$ cat config.mk
export PLATFORM = sky130hd
export DESIGN_NAME = debounce_bank
export DESIGN_NICKNAME = d
export VERILOG_FILES = /design/src/rtl/debounce_pkg.sv /design/src/rtl/debounce_channel.sv /design/src/rtl/debounce_bank.sv
export SDC_FILE = /design/constraint.sdc
export NUM_CORES = 1
export LEC_CHECK = 0
export BUFFER_PORTS_ARGS = -buffer_cell sky130_fd_sc_hd__buf_2
export CAP_MARGIN = 20
export CORE_ASPECT_RATIO = 1.75
export CORE_MARGIN = 2
export CORE_UTILIZATION = 55
export DETAILED_ROUTE_END_ITERATION = 10
export GPL_ROUTABILITY_DRIVEN = 1
export PLACE_DENSITY = 0.75
export SETUP_SLACK_MARGIN = 0.2
export SYNTH_ARGS = -nofsm -noshare
export SYNTH_HDL_FRONTEND = slang
export SYNTH_SLANG_ARGS = --single-unit
$ cat constraint.sdc
create_clock -name clk_i -period 1.9 [get_ports clk_i]
set_input_delay 0.475 -clock clk_i [delete_from_list [all_inputs] [get_ports clk_i]]
set_output_delay 0.475 -clock clk_i [all_outputs]
set_load 0.05 [all_outputs]
$ cat src/rtl/debounce_pkg.sv
// rtl/debounce_pkg.sv - shared constants, sizing helpers and parameter checks for debounce_bank
package debounce_pkg;

  // Defaults sized for the 100 MHz board clock: 0.5 ms filter, 250 ms first repeat, 50 ms repeat period.
  localparam int DEF_SYNC_STAGES   = 2;
  localparam int DEF_STABLE_CYCLES = 50000;
  localparam int DEF_REPEAT_DELAY  = 25000000;
  localparam int DEF_REPEAT_PERIOD = 5000000;

  function automatic int clog2(input int value);
    int     r;
    longint p;
    r = 0;
    p = 1;
    while (p < longint'(value)) begin
      p = p << 1;
      r = r + 1;
    end
    return (r < 1) ? 1 : r;
  endfunction

  function automatic int max2(input int a, input int b);
    return (a > b) ? a : b;
  endfunction

  function automatic bit params_ok(input int sync_stages, input int stable_cycles,
                                   input int repeat_delay, input int repeat_period);
    return (sync_stages >= 2) && (stable_cycles >= 1) &&
           (repeat_delay >= 1) && (repeat_period >= 1);
  endfunction

endpackage

$ cat src/rtl/debounce_channel.sv
// rtl/debounce_channel.sv - one button: synchroniser, stable-time filter, press/release strobes, auto-repeat
module debounce_channel
  import debounce_pkg::*;
#(
  parameter int SYNC_STAGES   = DEF_SYNC_STAGES,
  parameter int STABLE_CYCLES = DEF_STABLE_CYCLES,
  parameter int REPEAT_DELAY  = DEF_REPEAT_DELAY,
  parameter int REPEAT_PERIOD = DEF_REPEAT_PERIOD
) (
  input  logic clk_i,
  input  logic reset_i,
  input  logic button,
  input  logic repeat_en,
  output logic level,
  output logic press,
  output logic rel,
  output logic rpt
);

  localparam int CNT_W = clog2(STABLE_CYCLES + 1);
  localparam int RPT_W = clog2(max2(REPEAT_DELAY, REPEAT_PERIOD) + 1);
  localparam logic [CNT_W-1:0] CNT_LAST    = CNT_W'(STABLE_CYCLES - 1);
  localparam logic [RPT_W-1:0] DELAY_LAST  = RPT_W'(REPEAT_DELAY - 1);
  localparam logic [RPT_W-1:0] PERIOD_LAST = RPT_W'(REPEAT_PERIOD - 1);

  generate
    if (!params_ok(SYNC_STAGES, STABLE_CYCLES, REPEAT_DELAY, REPEAT_PERIOD)) begin : g_bad_params
      $error("debounce_channel: illegal parameter value");
    end
  endgenerate

  logic [SYNC_STAGES-1:0] sync_q;
  logic [CNT_W-1:0]       cnt;
  logic [RPT_W-1:0]       rpt_cnt;
  logic                   first;
  logic                   s;
  logic                   flip;
  logic                   rise;
  logic                   fall;
  logic                   rpt_hit;

  always_comb begin
    s       = sync_q[SYNC_STAGES-1];
    flip    = (s != level) && (cnt == CNT_LAST);
    rise    = flip & s;
    fall    = flip & ~s;
    rpt_hit = (rpt_cnt == (first ? DELAY_LAST : PERIOD_LAST));
  end

  always_ff @(posedge clk_i or negedge reset_i) begin
    if (!reset_i) begin
      sync_q  <= '0;
      level   <= 1'b0;
      cnt     <= '0;
      rpt_cnt <= '0;
      first   <= 1'b1;
      press   <= 1'b0;
      rel     <= 1'b0;
      rpt     <= 1'b0;
    end else begin
      sync_q <= {sync_q[SYNC_STAGES-2:0], button};
      press  <= rise;
      rel    <= fall;
      rpt    <= 1'b0;

      if (s == level) begin
        cnt <= '0;
      end else if (flip) begin
        cnt   <= '0;
        level <= s;
      end else begin
        cnt <= cnt + 1'b1;
      end

      // A press sees level=0 here, and a release takes priority over a terminal count.
      if (!level || fall || !repeat_en) begin
        rpt_cnt <= '0;
        first   <= 1'b1;
      end else if (rpt_hit) begin
        rpt     <= 1'b1;
        rpt_cnt <= '0;
        first   <= 1'b0;
      end else begin
        rpt_cnt <= rpt_cnt + 1'b1;
      end
    end
  end

endmodule

$ cat src/rtl/debounce_bank.sv
// rtl/debounce_bank.sv - N-channel push-button conditioner, one debounce_channel per button
module debounce_bank
  import debounce_pkg::*;
#(
  parameter int N_CH          = 4,
  parameter int SYNC_STAGES   = DEF_SYNC_STAGES,
  parameter int STABLE_CYCLES = DEF_STABLE_CYCLES,
  parameter int REPEAT_DELAY  = DEF_REPEAT_DELAY,
  parameter int REPEAT_PERIOD = DEF_REPEAT_PERIOD
) (
  input  logic            clk_i,
  input  logic            reset_i,
  input  logic [N_CH-1:0] buttonin_i,
  input  logic [N_CH-1:0] repeat_en_i,
  output logic [N_CH-1:0] level_o,
  output logic [N_CH-1:0] press_o,
  output logic [N_CH-1:0] release_o,
  output logic [N_CH-1:0] repeat_o,
  output logic [N_CH-1:0] event_o
);

  for (genvar ch = 0; ch < N_CH; ch++) begin : g_ch
    debounce_channel #(
      .SYNC_STAGES  (SYNC_STAGES),
      .STABLE_CYCLES(STABLE_CYCLES),
      .REPEAT_DELAY (REPEAT_DELAY),
      .REPEAT_PERIOD(REPEAT_PERIOD)
    ) u_channel (
      .clk_i    (clk_i),
      .reset_i  (reset_i),
      .button   (buttonin_i[ch]),
      .repeat_en(repeat_en_i[ch]),
      .level    (level_o[ch]),
      .press    (press_o[ch]),
      .rel      (release_o[ch]),
      .rpt      (repeat_o[ch])
    );
  end

  // Press and repeat never coincide on a channel, so the OR is a clean single increment strobe.
  assign event_o = press_o | repeat_o;

endmodule

==> run_summary.xml, run 1 <==
<?xml version="1.0" encoding="UTF-8"?>
<metrics>
  <group name="final_layout">
    <metric name="total_of_fill_cells_in_the_finished_design" unit="">1101</metric>
    <metric name="postLayoutCellArea" unit="sq um">11500</metric>
    <metric name="antenna_cells" unit="">0</metric>
    <metric name="layout.nets" unit="">1019</metric>
    <metric name="final_layout_size_suffix_gt1_share" unit="%">27.3</metric>
    <metric name="instances_no_fill" unit="">1206</metric>
    <metric name="area_grow_syn2layout" unit="%">27.4</metric>
  </group>
  <group name="detailed_routing">
    <metric name="antenna_violating_nets_post_route" unit="">0</metric>
    <metric name="first_pass_detailed_route_iteration_total" unit="">5</metric>
    <metric name="routed_wl" unit="microns">20100</metric>
    <metric name="post_drt_via_cell_ratio" unit="">5.72</metric>
    <metric name="drt_drc_violations_left" unit="">0</metric>
    <metric name="route.vias.total" unit="">6898</metric>
    <metric name="drt_iter0_drc" unit="">257</metric>
    <metric name="post_drt_wl_per_cell" unit="microns">16.7</metric>
  </group>
  <group name="logic_synthesis">
    <metric name="synthesis.yosys.warnings" unit="">0</metric>
    <metric name="ys.flop_type" unit="">sky130_fd_sc_hd__dfrtp_1</metric>
    <metric name="synth.avg_cell_area" unit="sq um">10.1</metric>
    <metric name="syn-instance-count" unit="">898</metric>
    <metric name="postSynth.asyncResetShare" unit="%">100</metric>
    <metric name="synth_enable_flop_cells" unit="">0</metric>
    <metric name="postSynthRegisterBits" unit="">192</metric>
    <metric name="synth_area" unit="sq um">9060</metric>
    <metric name="synth.net_count" unit="">916</metric>
    <metric name="synthDistinctLibCells" unit="">45</metric>
    <metric name="synth.yosys.seq_area_share" unit="%">53.1</metric>
  </group>
  <group name="cts">
    <metric name="h-tree-depth" unit="">4</metric>
    <metric name="cts_made_buffers" unit="">17</metric>
    <metric name="cts_root_buffer" unit="">sky130_fd_sc_hd__clkbuf_16</metric>
    <metric name="cts_num_sinks" unit="">192</metric>
    <metric name="cts_tree" unit="">done</metric>
    <metric name="clock_path_buffers" unit="">2</metric>
    <metric name="clkSlewWorstSetupHoldPaths" unit="ns">0.07</metric>
    <metric name="clk-insertion-delay-late" unit="ns">0.44</metric>
  </group>
  <group name="status">
    <metric name="failing_checks" unit="">negative setup slack</metric>
    <metric name="status" unit="">finished, violations left</metric>
  </group>
  <group name="floorplan">
    <metric name="io_pins" unit="">30</metric>
    <metric name="die_span_in_y" unit="microns">174</metric>
    <metric name="die-width" unit="microns">101</metric>
    <metric name="num_rows" unit="">62</metric>
    <metric name="die_area" unit="sq um">17600</metric>
    <metric name="initial_utilization" unit="%">55.6</metric>
    <metric name="fp.coreArea" unit="sq um">16300</metric>
  </group>
  <group name="pwr">
    <metric name="power_leakage" unit="nW">4.73</metric>
    <metric name="power_density" unit="nW/um^2">705</metric>
    <metric name="vdd_drop_max" unit="V">0.000502</metric>
  </group>
  <group name="sta">
    <metric name="fin_worst_skew" unit="ns">0.0130</metric>
    <metric name="worst_slack" unit="ns">-0.0120</metric>
    <metric name="slew_headroom" unit="%">65.3</metric>
    <metric name="timing_hold_violations_final" unit="">0</metric>
    <metric name="max_freq" unit="MHz">523</metric>
    <metric name="setup_repair_after_global_routing_missed_its_margin" unit="">yes</metric>
    <metric name="slew_viol_final" unit="">0</metric>
    <metric name="period_needed" unit="ns">1.91</metric>
    <metric name="fin_tns_setup" unit="ns">-0.0372</metric>
    <metric name="timing_worst_slew_pin_value" unit="ns">0.515</metric>
    <metric name="fin_worst_hold_slack" unit="ns">0.139</metric>
    <metric name="final-setup-viol-count" unit="">6</metric>
    <metric name="fin_crit_sh" unit="%">101</metric>
  </group>
  <group name="setup_path">
    <metric name="cp_slowest_stage_delay" unit="ns">0.46</metric>
    <metric name="cp_cell_sequence" unit="">nor4b_1, nand3_1, a211o_1, nand2b_4, buf_6, clkbuf_16, nor2_2</metric>
    <metric name="path_class" unit="">reg2reg</metric>
    <metric name="worstPathMaxFanout" unit="">6</metric>
    <metric name="ff2ff_path_depth" unit="">7</metric>
    <metric name="critPathCaptureType" unit="">flip-flop</metric>
    <metric name="standard_cell_with_the_maximum_stage_delay_on_the_critical_path" unit="">sky130_fd_sc_hd__nor4b_1</metric>
    <metric name="setup.reg_to_reg.worst_slack" unit="ns">-0.01</metric>
    <metric name="worst_ep_required_time" unit="ns">2.23</metric>
    <metric name="worst_setup_path_start_kind" unit="">flip-flop</metric>
    <metric name="worst_ep_arrival_time" unit="ns">2.24</metric>
  </group>
  <group name="placed_design">
    <metric name="finalWeightedCongestion" unit="">0.837</metric>
    <metric name="detailed_place.area" unit="sq um">9810</metric>
    <metric name="hpwlAfterDp" unit="microns">11800</metric>
    <metric name="dpl.cell_count" unit="">1143</metric>
    <metric name="portBuffers" unit="">29</metric>
  </group>
  <group name="min_path">
    <metric name="holdPathStages" unit="">1</metric>
    <metric name="hold_path_class" unit="">in2reg</metric>
  </group>
  <group name="global_route">
    <metric name="maximum_number_of_pins_on_one_net_before_global_route_repair" unit="">44</metric>
    <metric name="wire_length_of_the_first_global_routing_pass" unit="microns">32000</metric>
    <metric name="overflow" unit="">0</metric>
    <metric name="antenna_violations_before_repair" unit="">0</metric>
    <metric name="grt_use_total" unit="%">22.6</metric>
    <metric name="vias_in_the_first_global_route" unit="">7072</metric>
  </group>
  <group name="flow_run">
    <metric name="max_cap_viol_count" unit="">0</metric>
  </group>
</metrics>
[layout by cell type, fill, tap and decap left out, types with 21 or more instances in the layout]
cell,netlist,routed
sky130_fd_sc_hd__buf_4,19,64
sky130_fd_sc_hd__nor2_2,0,27
sky130_fd_sc_hd__nand4_1,42,42
sky130_fd_sc_hd__nor2_4,0,52
sky130_fd_sc_hd__xnor2_1,60,59
sky130_fd_sc_hd__and3_1,27,24
sky130_fd_sc_hd__nand2_1,47,46
sky130_fd_sc_hd__nand3_1,61,60
sky130_fd_sc_hd__nor2_1,186,107
sky130_fd_sc_hd__dfrtp_1,188,186
sky130_fd_sc_hd__inv_1,22,22
sky130_fd_sc_hd__clkbuf_16,0,24
sky130_fd_sc_hd__xor2_1,85,85
sky130_fd_sc_hd__buf_2,4,21
[cell type report]
class | count | area [sq um] | area share [%]
Sequential cell | 192 | 4810 | 41.7
Clock inverter | 15 | 194 | 1.68
Inverter | 22 | 82.6 | 0.715
Timing Repair Buffer | 120 | 1220 | 10.6
Multi-Input combinational cell | 648 | 4570 | 39.6
Clock buffer | 17 | 425 | 3.68
Tap cell | 192 | 240 | 2.08
[through the flow]
| stage | power [W] | utilization (%) | setup WS [ns] |
|---|---|---|---|
| global route | 0.00840 | 70.9 | -0.0970 |
| finish | 0.00814 | 70.9 | -0.0120 |
| global placement | 0.00440 | 60.2 | 0.0532 |
| floorplan | 0.00426 | - | 0.00717 |
| CTS | 0.00821 | 66.5 | 0.00806 |
| detailed placement | 0.00441 | 60.2 | 0.00212 |
[path summary, 6_finish.rpt]
path | endpoint | start
hold / removal | g_ch[1].u_channel.sync_q[0] | buttonin_i[1]
setup / recovery | g_ch[1].u_channel.rpt_cnt[22] | g_ch[1].u_channel.rpt_cnt[10]
max in group asynchronous | g_ch[2].u_channel.first | reset_i
setup reg to reg | g_ch[1].u_channel.rpt_cnt[22] | g_ch[1].u_channel.rpt_cnt[10]
hold reg to reg | g_ch[3].u_channel.sync_q[1] | g_ch[3].u_channel.sync_q[0]
min in group asynchronous | g_ch[3].u_channel.cnt[10] | reset_i
[power by group]
part / total (W) / switching [W] / leakage (nW) / internal, W
Clock: 0.00381 / 0.00169 / 0.305 / 0.00212
Combinational: 0.000186 / 0.000124 / 1.79 / 0.0000623
Sequential: 0.00414 / 0.0000237 / 2.64 / 0.00411
Total: 0.00814 / 0.00184 / 4.73 / 0.00630
[layer usage]
layer | up-vias | global-route usage, % | wire length [microns]
met5 | - | 0 | 0
li1 | 3247 | - | -
met2 | 130 | 39.8 | 11200
met4 | 0 | 8.95 | 560
met3 | 48 | 4.60 | 544
met1 | 3473 | 26.3 | 7770
[synthesized netlist by cell type, types with 2 or more instances]
library cell                 n  area [sq um]
sky130_fd_sc_hd__dfrtp_1   188          4700
sky130_fd_sc_hd__nor2_1    186           698
sky130_fd_sc_hd__xor2_1     85           744
sky130_fd_sc_hd__nand3_1    61           305
sky130_fd_sc_hd__xnor2_1    60           526
sky130_fd_sc_hd__nand2_1    47           176
sky130_fd_sc_hd__nand4_1    42           263
sky130_fd_sc_hd__and3_1     27           169
sky130_fd_sc_hd__inv_1      22          82.6
sky130_fd_sc_hd__buf_4      19           143
sky130_fd_sc_hd__nor3_1     19          95.1
sky130_fd_sc_hd__nor4_1     13          81.3
sky130_fd_sc_hd__or3_1      12          75.1
sky130_fd_sc_hd__nor3b_1     9          67.6
sky130_fd_sc_hd__nor4b_1     9          78.8
sky130_fd_sc_hd__clkbuf_1    8          30.0
sky130_fd_sc_hd__ha_1        8           100
sky130_fd_sc_hd__a21oi_1     7          35.0
sky130_fd_sc_hd__o21ai_0     7          35.0
sky130_fd_sc_hd__nor4bb_1    6          60.1
sky130_fd_sc_hd__and4_1      5          43.8
sky130_fd_sc_hd__o211ai_1    5          37.5
sky130_fd_sc_hd__or2_2       5          31.3
sky130_fd_sc_hd__buf_2       4          20.0
sky130_fd_sc_hd__dfstp_2     4           105
sky130_fd_sc_hd__mux2_2      4          45.0
sky130_fd_sc_hd__nand2b_1    4          25.0
sky130_fd_sc_hd__nand4b_1    4          35.0
sky130_fd_sc_hd__or4_1       4          30.0
sky130_fd_sc_hd__a21o_1      3          22.5
sky130_fd_sc_hd__and2_1      3          18.8
sky130_fd_sc_hd__buf_6       3          33.8
sky130_fd_sc_hd__buf_8       2          30.0
sky130_fd_sc_hd__nand3b_1    2          15.0
[what timing repair did]
item | in CTS | in global routing
hold endpoints to repair | 35 | 0
hold buffers | 1 | 0
endpoints found under the setup margin | 107 | 144
gates resized for setup | 76 | 115
setup buffers | 10 | 10
pin swaps | 7 | 52
gates cloned | 2 | 8
[registers in the layout (all words and copies together), names as in the netlist]
name                    count
g_ch.u_channel.first        4
g_ch.u_channel.level        4
g_ch.u_channel.rel          4
g_ch.u_channel.rpt_cnt    100
g_ch.u_channel.press        4
g_ch.u_channel.sync_q       8
g_ch.u_channel.rpt          4
g_ch.u_channel.cnt         64
[worst max-delay path: cells and delay by family (launching register included)]
kind	cells	cell delay, ns
compound gates	1	0.35
buf+inv	2	0.28
flops	1	0.42
simple gates	4	0.74
[cells by family (layout without fill, tap and decap cells)]
| group | after synthesis | in the layout | share of synthesized area (%) |
|---|---|---|---|
| compound gates | 26 | 26 | 1.85 |
| xor+xnor | 145 | 145 | 14.0 |
| fa+ha+maj | 8 | 8 | 1.10 |
| buf+inv | 58 | 174 | 3.74 |
| flops | 192 | 192 | 53.1 |
| mux | 4 | 4 | 0.497 |
| simple gates | 465 | 465 | 25.7 |
No activity file was read; power rests on OpenSTA's default activity.
==> inputs of run 2 (changes only) <==
--- a/config.mk
+++ b/config.mk
@@ -5,6 +5,7 @@
 export SDC_FILE = /design/constraint.sdc
 export NUM_CORES = 1
 export LEC_CHECK = 0
+export ABC_AREA = 1
 export BUFFER_PORTS_ARGS = -buffer_cell sky130_fd_sc_hd__buf_2
 export CAP_MARGIN = 20
 export CORE_ASPECT_RATIO = 1.75
==> run 2 against run 1 <==
  * The run now ends clean
  * Area after synthesis increased by 15%
  * Sequential power about the same
  * Sequential cell count unchanged
  * Worst setup slack better by 0.18 ns
  * Non-clock buffer count is 69 lower
  * Clock-buffer cell count up 2
  * Via count rose by 29%
==> run_summary.xml, run 2 <==
<?xml version="1.0" encoding="UTF-8"?>
<metrics>
  <group name="detailed_routing">
    <metric name="routed_wl" unit="microns">24100</metric>
    <metric name="route.vias.total" unit="">8888</metric>
    <metric name="first_pass_detailed_route_iteration_total" unit="">5</metric>
    <metric name="drt_drc_violations_left" unit="">0</metric>
    <metric name="antenna_violating_nets_post_route" unit="">0</metric>
    <metric name="drt_iter0_drc" unit="">468</metric>
    <metric name="post_drt_via_cell_ratio" unit="">5.34</metric>
    <metric name="post_drt_wl_per_cell" unit="microns">14.5</metric>
  </group>
  <group name="pwr">
    <metric name="combPwrFrac" unit="%">2.5</metric>
    <metric name="power_switching" unit="W">0.00183</metric>
    <metric name="power_leakage" unit="nW">5.15</metric>
    <metric name="power.share.clock" unit="%">44.4</metric>
    <metric name="pwr_total" unit="W">0.00780</metric>
    <metric name="vdd_drop_max" unit="V">0.000939</metric>
    <metric name="power_frac_seq" unit="%">53.0</metric>
    <metric name="swShare" unit="%">23.5</metric>
    <metric name="power_density" unit="nW/um^2">659</metric>
    <metric name="power_report.internal_total" unit="W">0.00597</metric>
  </group>
  <group name="sta">
    <metric name="slew_viol_final" unit="">0</metric>
    <metric name="final-setup-viol-count" unit="">0</metric>
    <metric name="fin_worst_hold_slack" unit="ns">0.133</metric>
    <metric name="slew_headroom" unit="%">68.6</metric>
    <metric name="max_freq" unit="MHz">577</metric>
    <metric name="period_needed" unit="ns">1.73</metric>
    <metric name="fin_tns_setup" unit="ns">0</metric>
    <metric name="fin_crit_sh" unit="%">91.2</metric>
    <metric name="worst_slack" unit="ns">0.167</metric>
    <metric name="timing_worst_slew_pin_value" unit="ns">0.471</metric>
    <metric name="timing_hold_violations_final" unit="">0</metric>
    <metric name="fin_worst_skew" unit="ns">0.0128</metric>
    <metric name="setup_repair_after_global_routing_missed_its_margin" unit="">yes</metric>
  </group>
  <group name="placed_design">
    <metric name="finalWeightedCongestion" unit="">0.941</metric>
    <metric name="dp_worst_setup_slack" unit="ns">0.138</metric>
    <metric name="portBuffers" unit="">29</metric>
    <metric name="hpwlAfterDp" unit="microns">16900</metric>
  </group>
  <group name="setup_path">
    <metric name="worstReg2RegEnd" unit="">g_ch[1].u_channel.rpt_cnt[12]</metric>
    <metric name="worst_ep_required_time" unit="ns">1.42</metric>
    <metric name="cp_slowest_stage_delay" unit="ns">0.41</metric>
    <metric name="setup.reg_to_reg.worst_slack" unit="ns">0.27</metric>
    <metric name="regToRegStartpoint" unit="">g_ch[1].u_channel.rpt_cnt[1]</metric>
    <metric name="critPathCaptureType" unit="">output pin</metric>
    <metric name="cp_cell_sequence" unit="">or2_4, buf_8</metric>
    <metric name="worst_setup_path_start_kind" unit="">flip-flop</metric>
    <metric name="critical_path.endpoint" unit="">event_o[0]</metric>
    <metric name="cp-startpoint" unit="">g_ch[0].u_channel.rpt</metric>
    <metric name="worstPathMaxFanout" unit="">2</metric>
    <metric name="path_class" unit="">reg2out</metric>
    <metric name="ff2ff_path_depth" unit="">8</metric>
    <metric name="worst_ep_arrival_time" unit="ns">1.26</metric>
    <metric name="standard_cell_with_the_maximum_stage_delay_on_the_critical_path" unit="">sky130_fd_sc_hd__dfrtp_1</metric>
  </group>
  <group name="cts">
    <metric name="h-tree-depth" unit="">4</metric>
    <metric name="cts_tree" unit="">done</metric>
    <metric name="clk-insertion-delay-late" unit="ns">0.45</metric>
    <metric name="clkSlewWorstSetupHoldPaths" unit="ns">0.07</metric>
    <metric name="clock_path_buffers" unit="">2</metric>
    <metric name="cts_root_buffer" unit="">sky130_fd_sc_hd__clkbuf_16</metric>
    <metric name="cts_made_buffers" unit="">17</metric>
    <metric name="cts_num_sinks" unit="">192</metric>
  </group>
  <group name="logic_synthesis">
    <metric name="synth.most_common_cell" unit="">sky130_fd_sc_hd__nor2_1</metric>
    <metric name="postSynthRegisterBits" unit="">192</metric>
    <metric name="synthesis.yosys.warnings" unit="">0</metric>
    <metric name="postSynth.asyncResetShare" unit="%">100</metric>
    <metric name="synth_area" unit="sq um">10400</metric>
    <metric name="yosys.area_share.adder" unit="%">0.962</metric>
    <metric name="synth_top_area_cell" unit="">sky130_fd_sc_hd__dfrtp_1</metric>
    <metric name="synth-xor-area-share" unit="%">6.82</metric>
    <metric name="synth.yosys.seq_area_share" unit="%">46.2</metric>
    <metric name="post_synth_and_or_nand_nor_area_fraction" unit="%">35.7</metric>
    <metric name="synth_commonest_cells" unit="">sky130_fd_sc_hd__nor2_1, sky130_fd_sc_hd__nand2_1, sky130_fd_sc_hd__dfrtp_1</metric>
    <metric name="ys.flop_type" unit="">sky130_fd_sc_hd__dfrtp_1</metric>
    <metric name="synth.avg_cell_area" unit="sq um">7.66</metric>
    <metric name="complex_gate_fraction_of_the_synthesized_area" unit="%">2.35</metric>
    <metric name="synth.net_count" unit="">1376</metric>
    <metric name="synth_mux_area_share" unit="%">0</metric>
    <metric name="synthDistinctLibCells" unit="">38</metric>
    <metric name="fraction_of_post_synthesis_cell_area_in_the_top_cell_type_by_area" unit="%">45.2</metric>
    <metric name="syn-instance-count" unit="">1358</metric>
    <metric name="synth_top_family_by_area" unit="">simple AND/OR/NAND/NOR gates</metric>
    <metric name="synth_enable_flop_cells" unit="">0</metric>
    <metric name="netlist_top_cells_area" unit="">sky130_fd_sc_hd__dfrtp_1, sky130_fd_sc_hd__nor2_1, sky130_fd_sc_hd__nand2_1</metric>
  </group>
  <group name="flow_run">
    <metric name="max_cap_viol_count" unit="">0</metric>
  </group>
  <group name="final_layout">
    <metric name="max_flop_register" unit="">g_ch.u_channel.rpt_cnt</metric>
    <metric name="layout.nets" unit="">1432</metric>
    <metric name="final_layout_size_suffix_gt1_share" unit="%">12.6</metric>
    <metric name="layout.core_utilization" unit="%">63.7</metric>
    <metric name="layout.cells.most_common" unit="">sky130_fd_sc_hd__nor2_1</metric>
    <metric name="antenna_cells" unit="">0</metric>
    <metric name="top_regs" unit="">g_ch.u_channel.rpt_cnt (100), g_ch.u_channel.cnt (64), g_ch.u_channel.sync_q (8)</metric>
    <metric name="most-common-layout-cells" unit="">sky130_fd_sc_hd__nor2_1, sky130_fd_sc_hd__nand2_1, sky130_fd_sc_hd__dfrtp_1, sky130_fd_sc_hd__inv_1, sky130_fd_sc_hd__nand3_1</metric>
    <metric name="area_grow_syn2layout" unit="%">13.7</metric>
    <metric name="largest_register_ff_count" unit="">100</metric>
  </group>
  <group name="global_route">
    <metric name="wire_length_of_the_first_global_routing_pass" unit="microns">39000</metric>
    <metric name="grt_use_total" unit="%">24.6</metric>
    <metric name="vias_in_the_first_global_route" unit="">8833</metric>
    <metric name="antenna_violations_before_repair" unit="">0</metric>
    <metric name="overflow" unit="">0</metric>
    <metric name="maximum_number_of_pins_on_one_net_before_global_route_repair" unit="">47</metric>
  </group>
  <group name="floorplan">
    <metric name="die-width" unit="microns">108</metric>
    <metric name="fp.coreArea" unit="sq um">18600</metric>
    <metric name="die_area" unit="sq um">20100</metric>
    <metric name="initial_utilization" unit="%">56.0</metric>
    <metric name="die_span_in_y" unit="microns">186</metric>
    <metric name="io_pins" unit="">30</metric>
    <metric name="num_rows" unit="">66</metric>
  </group>
  <group name="min_path">
    <metric name="holdPathStages" unit="">1</metric>
    <metric name="hold_path_class" unit="">in2reg</metric>
  </group>
  <group name="status">
    <metric name="status" unit="">completed</metric>
  </group>
</metrics>
[run 2: cell types whose count changed after synthesis, moves of 12 or more]
cell                      delta
sky130_fd_sc_hd__inv_1     +145
sky130_fd_sc_hd__nor2_2     +22
sky130_fd_sc_hd__nand2_1   +240
sky130_fd_sc_hd__nor4_1     -13
sky130_fd_sc_hd__xor2_1     -29
sky130_fd_sc_hd__and3_1     -26
sky130_fd_sc_hd__or3_1      -12
sky130_fd_sc_hd__nor2_1    +118
sky130_fd_sc_hd__nor3_1     +42
sky130_fd_sc_hd__nand3_1    +23
sky130_fd_sc_hd__xnor2_1    -35
[run 2: final cells by class]
cell class                      count  area [sq um]
Sequential cell                   192          4820
Tap cell                          238           298
Inverter                          170           638
Multi-Input combinational cell    982          5090
Timing Repair Buffer               51           422
Fill cell                        1585          6750
Clock buffer                       19           453
Clock inverter                     13           118
[run 2: worst min-delay path by stage]
stage	end	start	slack (ns)
after floorplan	g_ch[0].u_channel.cnt[0]	reset_i	0.18
after global placement	g_ch[3].u_channel.sync_q[1]	g_ch[3].u_channel.sync_q[0]	0.33
after detailed placement	g_ch[1].u_channel.sync_q[1]	g_ch[1].u_channel.sync_q[0]	0.34
after CTS	g_ch[2].u_channel.sync_q[0]	buttonin_i[2]	0.12
after global routing	g_ch[2].u_channel.sync_q[0]	buttonin_i[2]	0.12
final	g_ch[1].u_channel.sync_q[0]	buttonin_i[1]	0.13
[run 2: kinds of logic after synthesis]
kind of cell	after synthesis
compound gates	43
fa+ha+maj	8
xor+xnor	81
simple gates	841
buf+inv	193
flops	192
[run 2: worst max-delay path, delay by kind of cell (launching register included)]
family	cells	cell delay, ns
and+or+nand+nor	1	0.26
buffers and inverters	1	0.15
DFF	1	0.41
[run 2: timing repair]
action,4_1_cts,5_1_grt
setup endpoints to repair,39,128
pin swaps,3,17
endpoints found under the hold margin,39,0
hold buffers,1,0
gates resized for setup,19,53
buffers inserted,1,8
gates cloned,0,9
[run 2: stage by stage]
stage               area (sq um)  std cells
finish                     11800       1665
CTS                        11500       1648
detailed placement         10800       1614
global route               11800       1665
global placement           10800       1614
floorplan                  10400       1358
[run 2: power groups by stage]
stage / sequential [W] / combinational (W) / clock [W]
6_report: 0.00413 / 0.000199 / 0.00347
5_1_grt: 0.00414 / 0.000233 / 0.00372
4_1_cts: 0.00413 / 0.000203 / 0.00356
3_5_place_dp: 0.00421 / 0.000201 / 0
3_3_place_gp: 0.00421 / 0.000196 / 0
2_1_floorplan: 0.00421 / 0.0000596 / 0
[run 2: per-layer routing]
layer	global-route usage, %	wire length [microns]	vias to the layer above
met1	26.8	9030	4185
li1	-	-	4382
met4	13.1	1120	0
met2	45.5	13200	228
met3	3.61	710	93
met5	0	0	-
==> inputs of run 3 (changes only) <==
--- a/config.mk
+++ b/config.mk
@@ -5,7 +5,6 @@
 export SDC_FILE = /design/constraint.sdc
 export NUM_CORES = 1
 export LEC_CHECK = 0
-export ABC_AREA = 1
 export BUFFER_PORTS_ARGS = -buffer_cell sky130_fd_sc_hd__buf_2
 export CAP_MARGIN = 20
 export CORE_ASPECT_RATIO = 1.75
@@ -13,7 +12,7 @@
 export CORE_UTILIZATION = 55
 export DETAILED_ROUTE_END_ITERATION = 10
 export GPL_ROUTABILITY_DRIVEN = 1
-export PLACE_DENSITY = 0.75
+export PLACE_DENSITY = 0.72
 export SETUP_SLACK_MARGIN = 0.2
 export SYNTH_ARGS = -nofsm -noshare
 export SYNTH_HDL_FRONTEND = slang
==> constraint.sdc (replaced) <==
create_clock -name clk_i -period 2.1 [get_ports clk_i]
set_input_delay 0.525 -clock clk_i [delete_from_list [all_inputs] [get_ports clk_i]]
set_output_delay 0.525 -clock clk_i [all_outputs]
set_load 0.05 [all_outputs]
==> run 3 against run 2 <==
  * Sequential share of layout area grew 4.4 points
  * Worst setup slack worse by 0.052 ns
  * Cell area fell by 9.9%
  * Clock skew decreased by 0.0043 ns
  * Hold slack worse by 0.12 ns
  * Clock-buffer cell count increased by 2
  * Die area fell by 13%
  * Sequential cell count unchanged
  * Register-to-register slack got worse by 0.15 ns
==> run_summary.xml, run 3 (synthesis gave the netlist of run 1 again) <==
<?xml version="1.0" encoding="UTF-8"?>
<metrics>
  <group name="setup_path">
    <metric name="cp_slowest_stage_delay" unit="ns">0.52</metric>
    <metric name="worstPathMaxFanout" unit="">5</metric>
    <metric name="ff2ff_path_depth" unit="">7</metric>
    <metric name="cp-startpoint" unit="">g_ch[3].u_channel.rpt_cnt[12]</metric>
    <metric name="cp_cell_sequence" unit="">or4bb_1, nor4_2, o2111ai_2, nand2b_4, buf_6, clkbuf_16, nor2_2</metric>
    <metric name="worstReg2RegEnd" unit="">g_ch[3].u_channel.rpt_cnt[5]</metric>
    <metric name="critPathBufInv" unit="">2</metric>
    <metric name="worst_ep_arrival_time" unit="ns">2.30</metric>
    <metric name="worst_ep_required_time" unit="ns">2.42</metric>
    <metric name="critPathCaptureType" unit="">flip-flop</metric>
    <metric name="path_class" unit="">reg2reg</metric>
    <metric name="worst_setup_path_start_kind" unit="">flip-flop</metric>
    <metric name="standard_cell_with_the_maximum_stage_delay_on_the_critical_path" unit="">sky130_fd_sc_hd__or4bb_1</metric>
    <metric name="cp_top_family" unit="">simple AND/OR/NAND/NOR gates</metric>
    <metric name="regToRegStartpoint" unit="">g_ch[3].u_channel.rpt_cnt[12]</metric>
    <metric name="setup.reg_to_reg.worst_slack" unit="ns">0.12</metric>
    <metric name="critical_path.endpoint" unit="">g_ch[3].u_channel.rpt_cnt[5]</metric>
    <metric name="worstSetupPathDepth" unit="">7</metric>
  </group>
  <group name="sta">
    <metric name="slew_headroom" unit="%">64.7</metric>
    <metric name="setup_repair_after_global_routing_missed_its_margin" unit="">yes</metric>
    <metric name="slew_viol_final" unit="">0</metric>
    <metric name="fin_crit_sh" unit="%">94.5</metric>
    <metric name="fin_tns_setup" unit="ns">0</metric>
    <metric name="final-setup-viol-count" unit="">0</metric>
    <metric name="fin_worst_skew" unit="ns">0.00849</metric>
    <metric name="timing_worst_slew_pin_value" unit="ns">0.525</metric>
    <metric name="period_needed" unit="ns">1.98</metric>
    <metric name="timing_hold_violations_final" unit="">0</metric>
    <metric name="max_freq" unit="MHz">504</metric>
  </group>
  <group name="global_route">
    <metric name="overflow" unit="">0</metric>
    <metric name="grt_use_total" unit="%">21.4</metric>
    <metric name="antenna_violations_before_repair" unit="">0</metric>
    <metric name="wire_length_of_the_first_global_routing_pass" unit="microns">30100</metric>
    <metric name="maximum_number_of_pins_on_one_net_before_global_route_repair" unit="">57</metric>
    <metric name="vias_in_the_first_global_route" unit="">6623</metric>
  </group>
  <group name="floorplan">
    <metric name="die-width" unit="microns">101</metric>
    <metric name="fp.coreArea" unit="sq um">16300</metric>
    <metric name="num_rows" unit="">62</metric>
    <metric name="die_span_in_y" unit="microns">174</metric>
    <metric name="die_area" unit="sq um">17600</metric>
    <metric name="initial_utilization" unit="%">55.6</metric>
    <metric name="io_pins" unit="">30</metric>
  </group>
  <group name="status">
    <metric name="status" unit="">completed</metric>
  </group>
  <group name="placed_design">
    <metric name="portBuffers" unit="">29</metric>
    <metric name="detailed_place.area" unit="sq um">9560</metric>
    <metric name="finalWeightedCongestion" unit="">0.818</metric>
    <metric name="hpwlAfterDp" unit="microns">11900</metric>
  </group>
  <group name="final_layout">
    <metric name="total_of_fill_cells_in_the_finished_design" unit="">1314</metric>
    <metric name="area_grow_syn2layout" unit="%">17.6</metric>
    <metric name="postLayoutCellArea" unit="sq um">10700</metric>
    <metric name="most-common-layout-cells" unit="">sky130_fd_sc_hd__dfrtp_1, sky130_fd_sc_hd__nor2_1, sky130_fd_sc_hd__xor2_1, sky130_fd_sc_hd__nand3_1, sky130_fd_sc_hd__xnor2_1</metric>
    <metric name="layout.cells.most_common" unit="">sky130_fd_sc_hd__dfrtp_1</metric>
    <metric name="final_layout_size_suffix_gt1_share" unit="%">16.7</metric>
    <metric name="top_regs" unit="">g_ch.u_channel.rpt_cnt (100), g_ch.u_channel.cnt (64), g_ch.u_channel.sync_q (8)</metric>
    <metric name="layout.nets" unit="">987</metric>
    <metric name="max_flop_register" unit="">g_ch.u_channel.rpt_cnt</metric>
    <metric name="antenna_cells" unit="">0</metric>
    <metric name="largest_register_ff_count" unit="">100</metric>
  </group>
  <group name="detailed_routing">
    <metric name="drt_iter0_drc" unit="">347</metric>
    <metric name="drt_drc_violations_left" unit="">0</metric>
    <metric name="first_pass_detailed_route_iteration_total" unit="">4</metric>
    <metric name="post_drt_wl_per_cell" unit="microns">15.4</metric>
    <metric name="route.vias.total" unit="">6500</metric>
    <metric name="antenna_violating_nets_post_route" unit="">0</metric>
    <metric name="routed_wl" unit="microns">18100</metric>
    <metric name="post_drt_via_cell_ratio" unit="">5.54</metric>
  </group>
  <group name="cts">
    <metric name="cts_made_buffers" unit="">17</metric>
    <metric name="cts_hold_buffers" unit="">0</metric>
    <metric name="clkSlewWorstSetupHoldPaths" unit="ns">0.07</metric>
    <metric name="cts_tree" unit="">done</metric>
    <metric name="clk-insertion-delay-late" unit="ns">0.43</metric>
    <metric name="h-tree-depth" unit="">4</metric>
    <metric name="clock_path_buffers" unit="">2</metric>
    <metric name="cts_num_sinks" unit="">192</metric>
    <metric name="cts_root_buffer" unit="">sky130_fd_sc_hd__clkbuf_16</metric>
  </group>
  <group name="min_path">
    <metric name="hold_path_class" unit="">in2async</metric>
  </group>
  <group name="pwr">
    <metric name="power_density" unit="nW/um^2">711</metric>
    <metric name="power_leakage" unit="nW">4.50</metric>
    <metric name="vdd_drop_max" unit="V">0.000578</metric>
  </group>
  <group name="flow_run">
    <metric name="max_cap_viol_count" unit="">0</metric>
  </group>
</metrics>
run 3: area by class of cell:
type                       count  area (sq um)  share of cell area [%]
multi-input combinational    648          4060                    38.1
tap                          192           240                    2.25
inverter                      22          82.6                   0.775
timing repair buffer          88           779                    7.31
clock inverter                11           221                    2.08
sequential                   192          4810                    45.1
clock buffer                  21           460                    4.32
run 3: metal layers:
| layer | vias up | wire length, microns | GRT usage [%] |
|---|---|---|---|
| li1 | 3175 | - | - |
| met1 | 3212 | 7060 | 24.3 |
| met2 | 89 | 10300 | 38.5 |
| met3 | 24 | 461 | 4.07 |
| met4 | 0 | 333 | 8.73 |
| met5 | - | 0 | 0 |
run 3: what timing repair did:
item,in CTS,in global routing
pin swaps,5,11
resized for setup,8,30
endpoints found under the setup margin,76,101
setup buffers,9,10
cloned,2,2
hold endpoints to repair,0,0
run 3: report_power, final:
part	total [W]	switching, W	internal [W]
Combinational	0.000152	0.000107	0.0000445
Sequential	0.00374	0.0000208	0.00372
Clock	0.00369	0.00137	0.00231
Total	0.00758	0.00150	0.00608
run 3: worst reg2reg max path, delay by kind of cell, from the launching register on:
kind,cells,cell delay [ns]
AND/OR/NAND/NOR,4,0.96
buffers and inverters,2,0.28
AO/OA/AOI/OAI,1,0.20
flip-flops,1,0.42
run 3: how the worst min path moves through the flow:
stage,startpoint,end,slack (ns),cells after the start
2_1_floorplan,reset_i,g_ch[0].u_channel.cnt[0],0.23,0
5_1_grt,reset_i,g_ch[1].u_channel.cnt[11],0.02,1
3_3_place_gp,g_ch[1].u_channel.sync_q[0],g_ch[1].u_channel.sync_q[1],0.33,0
6_report,reset_i,g_ch[1].u_channel.cnt[11],0.01,1
4_1_cts,reset_i,g_ch[1].u_channel.cnt[11],0.01,1
3_5_place_dp,g_ch[0].u_channel.sync_q[0],g_ch[0].u_channel.sync_q[1],0.34,0
run 3: per-stage QoR:
step / hold WS (ns) / setup WS (ns) / util [%] / cells / total power, W
floorplan: 0.229 / 0.207 / - / 898 / 0.00385
global placement: 0.334 / 0.202 / 58.7 / 1119 / 0.00397
CTS: 0.0106 / 0.139 / 64.0 / 1162 / 0.00767
global route: 0.0183 / 0.0429 / 65.4 / 1174 / 0.00784
finish: 0.0105 / 0.115 / 65.4 / 1174 / 0.00758
detailed placement: 0.338 / 0.106 / 58.7 / 1119 / 0.00397
